[config.mk]
export PLATFORM = sky130hd
export DESIGN_NAME = spi_frame_rx_flat
export DESIGN_NICKNAME = d
export VERILOG_FILES = /design/src/rtl/spi_frame_pkg.sv /design/src/rtl/spi_frame_rx_if.sv /design/src/rtl/spi_sync.sv /design/src/rtl/spi_frame_rx.sv /design/src/flat_wrapper.sv
export SDC_FILE = /design/constraint.sdc
export NUM_CORES = 1
export LEC_CHECK = 0
export BUFFER_PORTS_ARGS = -buffer_cell sky130_fd_sc_hd__buf_2
export CORE_ASPECT_RATIO = 2
export CORE_MARGIN = 4
export CORE_UTILIZATION = 25
export DETAILED_ROUTE_END_ITERATION = 6
export SYNTH_ARGS = -nofsm -noshare
export SYNTH_HDL_FRONTEND = slang
export SYNTH_SLANG_ARGS = --single-unit
[constraint.sdc]
create_clock -name CLK14M -period 3.6 [get_ports CLK14M]
set_clock_uncertainty 0.05 [all_clocks]
set_input_delay 0.54 -clock CLK14M [delete_from_list [all_inputs] [get_ports CLK14M]]
set_output_delay 0.54 -clock CLK14M [all_outputs]
set_load 0.02 [all_outputs]
[src/rtl/spi_frame_pkg.sv]
// -----------------------------------------------------------------------------
// spi_frame_pkg
// Shared definitions for the SPI frame receiver:
//   - target_e    : SPI_A target codes (config, mouse, kempston, keyboard)
//   - state_e     : receiver FSM states
//   - LEN_*       : expected frame lengths in bits, per target
//   - CFG_*_BIT   : bit positions inside the CFG register; every function they
//                   control is inactive when the bit is 0, so CFG=0x00 out of
//                   reset releases WAIT, unlocks memory and disables the mouse
//                   and keyboard paths
//   - frame_len() : maps a target to its expected frame length
// -----------------------------------------------------------------------------
package spi_frame_pkg;

  typedef enum logic [1:0] {
    TGT_CFG   = 2'b00,
    TGT_MOUSE = 2'b01,
    TGT_KMPST = 2'b10,
    TGT_KBD   = 2'b11
  } target_e;

  typedef enum logic [1:0] {
    ST_IDLE,
    ST_SHIFT,
    ST_COMMIT
  } state_e;

  localparam int unsigned SR_W  = 40;  // shift register width (longest frame)
  localparam int unsigned CNT_W = 6;   // bit counter width, saturates at 63

  localparam logic [CNT_W-1:0] LEN_CFG   = 6'd8;
  localparam logic [CNT_W-1:0] LEN_MOUSE = 6'd24;
  localparam logic [CNT_W-1:0] LEN_KMPST = 6'd8;
  localparam logic [CNT_W-1:0] LEN_KBD   = 6'd40;

  localparam int unsigned CFG_WAIT_BIT     = 0;  // 1 = hold the CPU in WAIT
  localparam int unsigned CFG_MEM_LOCK_BIT = 1;  // 1 = memory locked
  localparam int unsigned CFG_MOUSE_EN_BIT = 2;  // 1 = mouse path enabled
  localparam int unsigned CFG_KBD_EN_BIT   = 3;  // 1 = keyboard path enabled

  function automatic logic [CNT_W-1:0] frame_len(input target_e tgt);
    logic [CNT_W-1:0] len;
    unique case (tgt)
      TGT_CFG:   len = LEN_CFG;
      TGT_MOUSE: len = LEN_MOUSE;
      TGT_KMPST: len = LEN_KMPST;
      TGT_KBD:   len = LEN_KBD;
      default:   len = LEN_CFG;
    endcase
    return len;
  endfunction

endpackage

[src/rtl/spi_frame_rx_if.sv]
// -----------------------------------------------------------------------------
// spi_frame_rx_if
// Bundles the MCU-side SPI pins and the decoded register outputs of
// spi_frame_rx.
//   SPI_SCK, SPI_NSS, SPI_MOSI, SPI_A : asynchronous SPI pins from the MCU
//   CFG, MOUSE, KMPST, KBD            : committed target registers
//   UPD                               : one-cycle commit strobe per target
//   ERR, ERR_CNT                      : rejected-frame strobe and counter
// Modports: master = SPI source / register consumer, slave = receiver.
// -----------------------------------------------------------------------------
interface spi_frame_rx_if;
  logic        SPI_SCK;
  logic        SPI_NSS;
  logic        SPI_MOSI;
  logic [1:0]  SPI_A;
  logic [7:0]  CFG;
  logic [23:0] MOUSE;
  logic [7:0]  KMPST;
  logic [39:0] KBD;
  logic [3:0]  UPD;
  logic        ERR;
  logic [3:0]  ERR_CNT;

  modport master (
    output SPI_SCK, SPI_NSS, SPI_MOSI, SPI_A,
    input  CFG, MOUSE, KMPST, KBD, UPD, ERR, ERR_CNT
  );

  modport slave (
    input  SPI_SCK, SPI_NSS, SPI_MOSI, SPI_A,
    output CFG, MOUSE, KMPST, KBD, UPD, ERR, ERR_CNT
  );
endinterface

[src/rtl/spi_sync.sv]
// -----------------------------------------------------------------------------
// spi_sync
// Multi-flop synchronizer bringing one asynchronous SPI input into the
// CLK14M domain.
//   clk, rst_n : clock and asynchronous active-low reset
//   i_d        : asynchronous input (WIDTH bits)
//   o_q        : synchronized output, STAGES clk cycles later
// RST_VAL presets every stage so that no false edge appears after reset.
// -----------------------------------------------------------------------------
module spi_sync #(
  parameter int                STAGES  = 2,
  parameter int                WIDTH   = 1,
  parameter logic [WIDTH-1:0]  RST_VAL = '0
) (
  input  logic             clk,
  input  logic             rst_n,
  input  logic [WIDTH-1:0] i_d,
  output logic [WIDTH-1:0] o_q
);

  logic [WIDTH-1:0] r_sync [STAGES];

  // NOTE: sequential state uses non-blocking assignments so every stage
  // samples the previous stage's old value; blocking here would collapse
  // the chain into a single flop.
  always_ff @(posedge clk or negedge rst_n) begin
    if (!rst_n) begin
      for (int i = 0; i < STAGES; i++) r_sync[i] <= RST_VAL;
    end else begin
      r_sync[0] <= i_d;
      for (int i = 1; i < STAGES; i++) r_sync[i] <= r_sync[i-1];
    end
  end

  assign o_q = r_sync[STAGES-1];

endmodule

[src/rtl/spi_frame_rx.sv]
// -----------------------------------------------------------------------------
// spi_frame_rx
// Receives MSB-first SPI frames from the MCU and commits them to one of four
// target registers selected by SPI_A at the start of the frame.
//   CLK14M : sole clock
//   RST_N  : asynchronous active-low reset
//   bus    : spi_frame_rx_if.slave (SPI pins in, target registers out)
// A frame whose bit count does not match the target's length is rejected:
// targets stay unchanged, ERR pulses and ERR_CNT increments (saturating when
// ERR_SAT=1, wrapping otherwise). Commit latency from the NSS pin rising to
// the output update is SYNC_STAGES+2 cycles.
// -----------------------------------------------------------------------------
module spi_frame_rx
  import spi_frame_pkg::*;
#(
  parameter int SYNC_STAGES = 2,   // 2 or 3
  parameter bit ERR_SAT     = 1'b1
) (
  input logic          CLK14M,
  input logic          RST_N,
  spi_frame_rx_if.slave bus
);

  // ---------------------------------------------------------------- sync
  logic       w_sck;
  logic       w_nss;
  logic       w_mosi;
  logic [1:0] w_a;

  spi_sync #(.STAGES(SYNC_STAGES), .WIDTH(1), .RST_VAL(1'b1)) u_sync_sck (
    .clk(CLK14M), .rst_n(RST_N), .i_d(bus.SPI_SCK), .o_q(w_sck)
  );
  spi_sync #(.STAGES(SYNC_STAGES), .WIDTH(1), .RST_VAL(1'b1)) u_sync_nss (
    .clk(CLK14M), .rst_n(RST_N), .i_d(bus.SPI_NSS), .o_q(w_nss)
  );
  spi_sync #(.STAGES(SYNC_STAGES), .WIDTH(1), .RST_VAL(1'b0)) u_sync_mosi (
    .clk(CLK14M), .rst_n(RST_N), .i_d(bus.SPI_MOSI), .o_q(w_mosi)
  );
  spi_sync #(.STAGES(SYNC_STAGES), .WIDTH(2), .RST_VAL(2'b11)) u_sync_a (
    .clk(CLK14M), .rst_n(RST_N), .i_d(bus.SPI_A), .o_q(w_a)
  );

  // --------------------------------------------------------- edge detect
  // Previous samples reset high to match the synchronizer presets, so the
  // first cycles after reset never show a spurious edge.
  logic r_sck_prev;
  logic r_nss_prev;

  always_ff @(posedge CLK14M or negedge RST_N) begin
    if (!RST_N) begin
      r_sck_prev <= 1'b1;
      r_nss_prev <= 1'b1;
    end else begin
      r_sck_prev <= w_sck;
      r_nss_prev <= w_nss;
    end
  end

  logic w_sck_rise;
  logic w_nss_fall;
  logic w_nss_rise;

  assign w_sck_rise = w_sck & ~r_sck_prev;
  assign w_nss_fall = ~w_nss & r_nss_prev;
  assign w_nss_rise = w_nss & ~r_nss_prev;

  // ------------------------------------------------------------------ FSM
  state_e r_state;
  state_e w_next;
  logic   w_start;
  logic   r_pend;   // NSS fall seen during COMMIT, start on the next IDLE

  always_ff @(posedge CLK14M or negedge RST_N) begin
    if (!RST_N) r_state <= ST_IDLE;
    else        r_state <= w_next;
  end

  // NOTE: every output of this block gets a default before the case so no
  // path leaves it unassigned, which would otherwise infer a latch.
  always_comb begin
    w_next  = r_state;
    w_start = 1'b0;
    unique case (r_state)
      ST_IDLE: begin
        if (w_nss_fall || r_pend) begin
          w_next  = ST_SHIFT;
          w_start = 1'b1;
        end
      end
      ST_SHIFT: begin
        if (w_nss_rise) w_next = ST_COMMIT;
      end
      ST_COMMIT: w_next = ST_IDLE;
      default:   w_next = ST_IDLE;
    endcase
  end

  // ------------------------------------------------------------ datapath
  target_e          r_tgt;
  logic [CNT_W-1:0] r_cnt;
  logic [SR_W-1:0]  r_sr;
  logic [7:0]       r_cfg;
  logic [23:0]      r_mouse;
  logic [7:0]       r_kmpst;
  logic [39:0]      r_kbd;
  logic [3:0]       r_upd;
  logic             r_err;
  logic [3:0]       r_err_cnt;

  always_ff @(posedge CLK14M or negedge RST_N) begin
    if (!RST_N) begin
      r_tgt     <= TGT_CFG;
      r_cnt     <= '0;
      r_sr      <= '0;
      r_pend    <= 1'b0;
      r_cfg     <= 8'h00;
      r_mouse   <= '0;
      r_kmpst   <= '0;
      r_kbd     <= '0;
      r_upd     <= '0;
      r_err     <= 1'b0;
      r_err_cnt <= '0;
    end else begin
      // Strobes are high only for the single cycle after COMMIT.
      r_upd <= '0;
      r_err <= 1'b0;

      unique case (r_state)
        ST_IDLE: begin
          if (w_start) begin
            r_tgt  <= target_e'(w_a);
            r_cnt  <= '0;
            r_sr   <= '0;
            r_pend <= 1'b0;
          end
        end

        ST_SHIFT: begin
          // An SCK rise coinciding with the NSS rise belongs to no frame.
          if (w_sck_rise && !w_nss_rise) begin
            r_sr <= {r_sr[SR_W-2:0], w_mosi};
            if (r_cnt != '1) r_cnt <= r_cnt + 6'd1;
          end
        end

        ST_COMMIT: begin
          if (w_nss_fall) r_pend <= 1'b1;
          if (r_cnt == frame_len(r_tgt)) begin
            unique case (r_tgt)
              TGT_CFG:   r_cfg   <= r_sr[7:0];
              TGT_MOUSE: r_mouse <= r_sr[23:0];
              TGT_KMPST: r_kmpst <= r_sr[7:0];
              TGT_KBD:   r_kbd   <= ~r_sr;   // matrix stored as 1 = pressed
              default: ;
            endcase
            r_upd[r_tgt] <= 1'b1;
          end else begin
            r_err <= 1'b1;
            if (!(ERR_SAT && (r_err_cnt == 4'hF))) r_err_cnt <= r_err_cnt + 4'd1;
          end
        end

        default: ;
      endcase
    end
  end

  assign bus.CFG     = r_cfg;
  assign bus.MOUSE   = r_mouse;
  assign bus.KMPST   = r_kmpst;
  assign bus.KBD     = r_kbd;
  assign bus.UPD     = r_upd;
  assign bus.ERR     = r_err;
  assign bus.ERR_CNT = r_err_cnt;

endmodule

[src/flat_wrapper.sv]
// flat-port wrapper written by rule: the top's interface ports become plain ports
module spi_frame_rx_flat import spi_frame_pkg::*;
#(
  parameter int SYNC_STAGES = 2,            
  parameter bit ERR_SAT     = 1'b1
)
  (CLK14M, RST_N, bus_SPI_SCK, bus_SPI_NSS, bus_SPI_MOSI, bus_SPI_A, bus_CFG, bus_MOUSE, bus_KMPST, bus_KBD, bus_UPD, bus_ERR, bus_ERR_CNT);
  spi_frame_rx_if bus_i ();
  input logic CLK14M;
  input logic RST_N;
  input wire logic [$bits(bus_i.SPI_SCK)-1:0] bus_SPI_SCK;
  input wire logic [$bits(bus_i.SPI_NSS)-1:0] bus_SPI_NSS;
  input wire logic [$bits(bus_i.SPI_MOSI)-1:0] bus_SPI_MOSI;
  input wire logic [$bits(bus_i.SPI_A)-1:0] bus_SPI_A;
  output wire logic [$bits(bus_i.CFG)-1:0] bus_CFG;
  output wire logic [$bits(bus_i.MOUSE)-1:0] bus_MOUSE;
  output wire logic [$bits(bus_i.KMPST)-1:0] bus_KMPST;
  output wire logic [$bits(bus_i.KBD)-1:0] bus_KBD;
  output wire logic [$bits(bus_i.UPD)-1:0] bus_UPD;
  output wire logic [$bits(bus_i.ERR)-1:0] bus_ERR;
  output wire logic [$bits(bus_i.ERR_CNT)-1:0] bus_ERR_CNT;
  assign bus_i.SPI_SCK = bus_SPI_SCK;
  assign bus_i.SPI_NSS = bus_SPI_NSS;
  assign bus_i.SPI_MOSI = bus_SPI_MOSI;
  assign bus_i.SPI_A = bus_SPI_A;
  assign bus_CFG = bus_i.CFG;
  assign bus_MOUSE = bus_i.MOUSE;
  assign bus_KMPST = bus_i.KMPST;
  assign bus_KBD = bus_i.KBD;
  assign bus_UPD = bus_i.UPD;
  assign bus_ERR = bus_i.ERR;
  assign bus_ERR_CNT = bus_i.ERR_CNT;
  spi_frame_rx #(.SYNC_STAGES(SYNC_STAGES), .ERR_SAT(ERR_SAT)) u_core (.CLK14M(CLK14M), .RST_N(RST_N), .bus(bus_i));
endmodule
==> out/qor.txt <==
STATUS
------------------------------------------------------------------------------------------
Result of the run                                                             finished, final reports clean

PLACED DESIGN
------------------------------------------------------------------------------------------
IO buf count                                                                            95
Worst setup slack before clock tree synthesis                                     0.922 ns
Weighted congestion at the end of routability-driven global placement                0.721
Placed wire-length estimate after detailed placement                               9570 um
Number of placed instances with taps included                                          847
Placement-stage cell area                                                         6860 um2

FINISH
------------------------------------------------------------------------------------------
Non-filler instance count after layout                                                 880
Final design area excluding fillers                                               7460 um2
Final core utilization                                                               31.2%
Most common library cell in the layout ignoring fill and taps                      dfrtp_1
Fillers                                                                               2405
Synthesis-to-finish area growth                                                      22.6%
Final #Nets                                                                            590
Fraction of layout cells with a size suffix above 1                                  33.2%
Top library cells by usage in the layout, fill and taps aside                 dfrtp_1, buf_2, nand2_1, o21ai_0, inv_1
Area used by multi-input combinational logic                                      2030 um2
Footprint of the flip-flops and latches                                           3820 um2
Antenna diode count                                                                      0

WORST SETUP PATH
------------------------------------------------------------------------------------------
Critical path data arrival time                                                    2.88 ns
Data required, critical path                                                       3.86 ns
Type of the worst setup path                                                       reg2reg
Buf/Inv on CP                                                                            0
Kind of end point of the critical path                                           flip-flop
Gate family responsible for the most delay along the worst path               simple AND/OR/NAND/NOR gates
Max stage delay on crit path                                                       0.71 ns
Cells traversed along the worst timing path                                   nor2b_1, nand4_4, mux2_4
Kind of launch point of the worst setup path                                     flip-flop
Critical path's slowest cell                                                       nor2b_1
R2R setup slack                                                                    0.98 ns
Maximum net fanout on the critical path                                                 24

SYNTH
------------------------------------------------------------------------------------------
Syn avg cell area                                                                 12.5 um2
Syn_nets                                                                               498
Share of the synthesized area in compound gates (AO/OA/AOI/OAI)                      8.51%
Sequential element share of the synthesized area                                     62.7%
Post-synth design cell area                                                       6090 um2
Post-synth EDFFs                                                                         0
Async set-or-reset flop fraction in the synthesized netlist                           100%
Post-Synthesis Cells                                                                   488
Synthesized-area fraction occupied by xor and xnor cells                            0.144%
Most frequently used flop master after synthesis                                   dfrtp_1
Count of unique library cells instantiated by Yosys                                     47
Synth warn                                                                               0
Area fraction in and, or, nand and nor cells after synthesis                         10.6%
Multiplexer share of the synthesized area                                            13.3%
Post-synthesis adder-cell area fraction                                             0.616%
Synthesized flop and latch total                                                       152
Largest family of logic cells by synthesized area                             multiplexers

ROUTING
------------------------------------------------------------------------------------------
Number of vias per cell                                                               4.45
Met2 wire len                                                                      7830 um
Pre-Repair DR Iteration Count                                                            4
Total wire length                                                                 14200 um
Sum of met3 wire segment lengths after detailed routing                             417 um
Number of routed nets with antenna violations                                            0
Number of design rule violations left after detail routing                               0
Met1 routed wirelength after detailed routing                                      5590 um
Wire length per cell after detailed routing                                        16.1 um
Via count of the routed design                                                        3912
Top metal layer carrying routed signals                                               met4
Drt first-iter violations                                                              174

POWER
------------------------------------------------------------------------------------------
Power Internal                                                                     3.04 mW
Total power draw                                                                   4.28 mW
Clock group share of total power                                                     42.2%
Reported net switching power                                                       1.24 mW
Sequential cell fraction of total power                                              44.1%
Combinational share of power                                                         13.7%
Cell leakage power                                                                 3.71 nW
Peak supply drop                                                                0.000241 V
Switching share of power                                                             29.0%
Power per cell area                                                             574 nW/um2

STA
------------------------------------------------------------------------------------------
Setup repair after global routing missed its margin                                     no
Post-layout minimum cycle time                                                     2.62 ns
Worst Hold Slack                                                                  0.155 ns
Number of setup violations in the final report                                           0
Share of the cycle needed by the critical path after routing                         72.8%
Achievable clock frequency                                                         382 MHz
Final hold vios                                                                          0
Setup TNS Final                                                                       0 ns
Worst-margin pin slew                                                             0.825 ns
Headroom to the max-slew limit                                                       44.9%
Final slew viol count                                                                    0
Min setup slack post-route                                                        0.979 ns

CLOCKING
------------------------------------------------------------------------------------------
Library cell used as clock root buffer                                           clkbuf_16
Number of CTS-inserted buffers                                                          17
Maximum level of the CTS H-tree                                                          4
Clock edge transition at the registers on the reported setup and hold paths        0.06 ns
Number of instances resized during post-cts repair                                       0
Clock latency on the worst-skew pair                                               0.43 ns
Clock tree from TritonCTS                                                            built
Number of buffers on the longest clock path                                              2
Clock Sinks                                                                            152

FLOORPLAN
------------------------------------------------------------------------------------------
Initial core utilization                                                             25.5%
Site row count                                                                          80
Height of the die                                                                   229 um
Total die area                                                                   27100 um2
Horizontal die dimension                                                            118 um
Number of placed I/O pins                                                               96
Core footprint                                                                   23900 um2

FLOW RUN
------------------------------------------------------------------------------------------
Max-capacitance violation count                                                          0

GLOBAL ROUTE
------------------------------------------------------------------------------------------
Number of antenna violations at the first check in global routing                        0
Overall Global Routing Usage                                                         11.2%
GRT overflow                                                                             0
Vias in the first global route                                                        4215
Global-route wire length before repair                                            23600 um
Maximum number of pins on one net before global-route repair                            81

HOLD PATH
------------------------------------------------------------------------------------------
Min-delay worst type                                                                in2reg

## Yosys cell counts (2+ instances only)
cell	count	share of area, %
dfrtp_1	142	58
nand2_1	73	4.5
o21ai_0	40	3.3
inv_1	27	1.7
mux2_2	23	4.3
mux2i_1	23	3.8
nand3_1	23	1.9
mux2_4	20	4.9
o41ai_1	20	2.9
clkbuf_1	19	1.2
dfstp_2	10	4.3
nand2b_1	7	0.72
buf_2	5	0.41
nor2_1	5	0.31
a21oi_1	4	0.33
nor2b_1	4	0.41
nor3_1	4	0.33
buf_6	3	0.55
ha_1	3	0.62
a221oi_1	2	0.29
and3b_1	2	0.29
buf_4	2	0.25
mux2_1	2	0.37
nand4_1	2	0.21
## routing by layer
| metal | track usage (%) | vias up |
|---|---|---|
| li1 | - | 1867 |
| met1 | 12.0 | 1961 |
| met2 | 20.2 | 67 |
| met3 | 2.53 | 17 |
| met4 | 5.80 | 0 |
| met5 | 0 | - |
## what timing repair did
action | 4_1_cts | 5_1_grt
hold buffers | 1 | 0
setup buffers | 0 | 0
endpoints found under the setup margin | 0 | 0
endpoints found under the hold margin | 4 | 0
## cell type report
type	instances	share of cell area [%]
sequential	152	51.1
multi-input combinational	279	27.2
timing repair buffer	103	7.46
clock buffer	19	6.07
tap	287	4.81
clock inverter	13	1.94
inverter	27	1.36
## worst reg2reg max path, cell delays in order (launching register included)
cell	delay [ns]
dfrtp_1	0.54
nor2b_1	0.71
nand4_4	0.66
mux2_4	0.55
## sequential cells by signal, indices dropped and copies added, names as in the netlist, 2 cells and up
register                count
u_core.bus.CFG              8
u_core.bus.KMPST            8
u_core.bus.KBD             40
u_core.r_tgt                2
u_core.bus.ERR_CNT          4
u_core.bus.MOUSE           24
u_core.r_sr                40
u_core.bus.UPD              4
u_core.u_sync_a.r_sync      2
u_core.r_state              2
u_core.r_cnt                6
u_core.u_sync_a.o_q         2
## path summary, 6_finish.rpt
check / start / end / cells after the start
max: u_core.r_state[1] / u_core.bus.MOUSE[12] / 3
min: bus_SPI_NSS / u_core.u_sync_nss.r_sync[1] / 1
max reg2reg: u_core.r_state[1] / u_core.bus.MOUSE[12] / 3
min reg2reg: u_core.u_sync_mosi.r_sync[1] / u_core.u_sync_mosi.o_q / 0
max in group asynchronous: RST_N / u_core.r_sr[7] / 3
min in group asynchronous: RST_N / u_core.bus.UPD[2] / 2
## power groups by stage
stage | combinational, mW | sequential, mW | clock [mW]
3_3_place_gp | 0.585 | 1.92 | 0
6_report | 0.589 | 1.89 | 1.81
2_1_floorplan | 0.415 | 1.91 | 0
5_1_grt | 0.658 | 1.91 | 1.93
4_1_cts | 0.605 | 1.89 | 1.86
3_5_place_dp | 0.603 | 1.92 | 0
## cell families (layout without fill, tap and decap cells)
logic type      count (synthesis)  count (layout)
compound gates                 76              76
xor+xnor                        1               1
fa+ha+maj                       3               3
flops                         152             152
buf+inv                        57             162
mux                            68              68
simple gates                  131             131
Note: power is estimated with default switching activity, not from simulation.
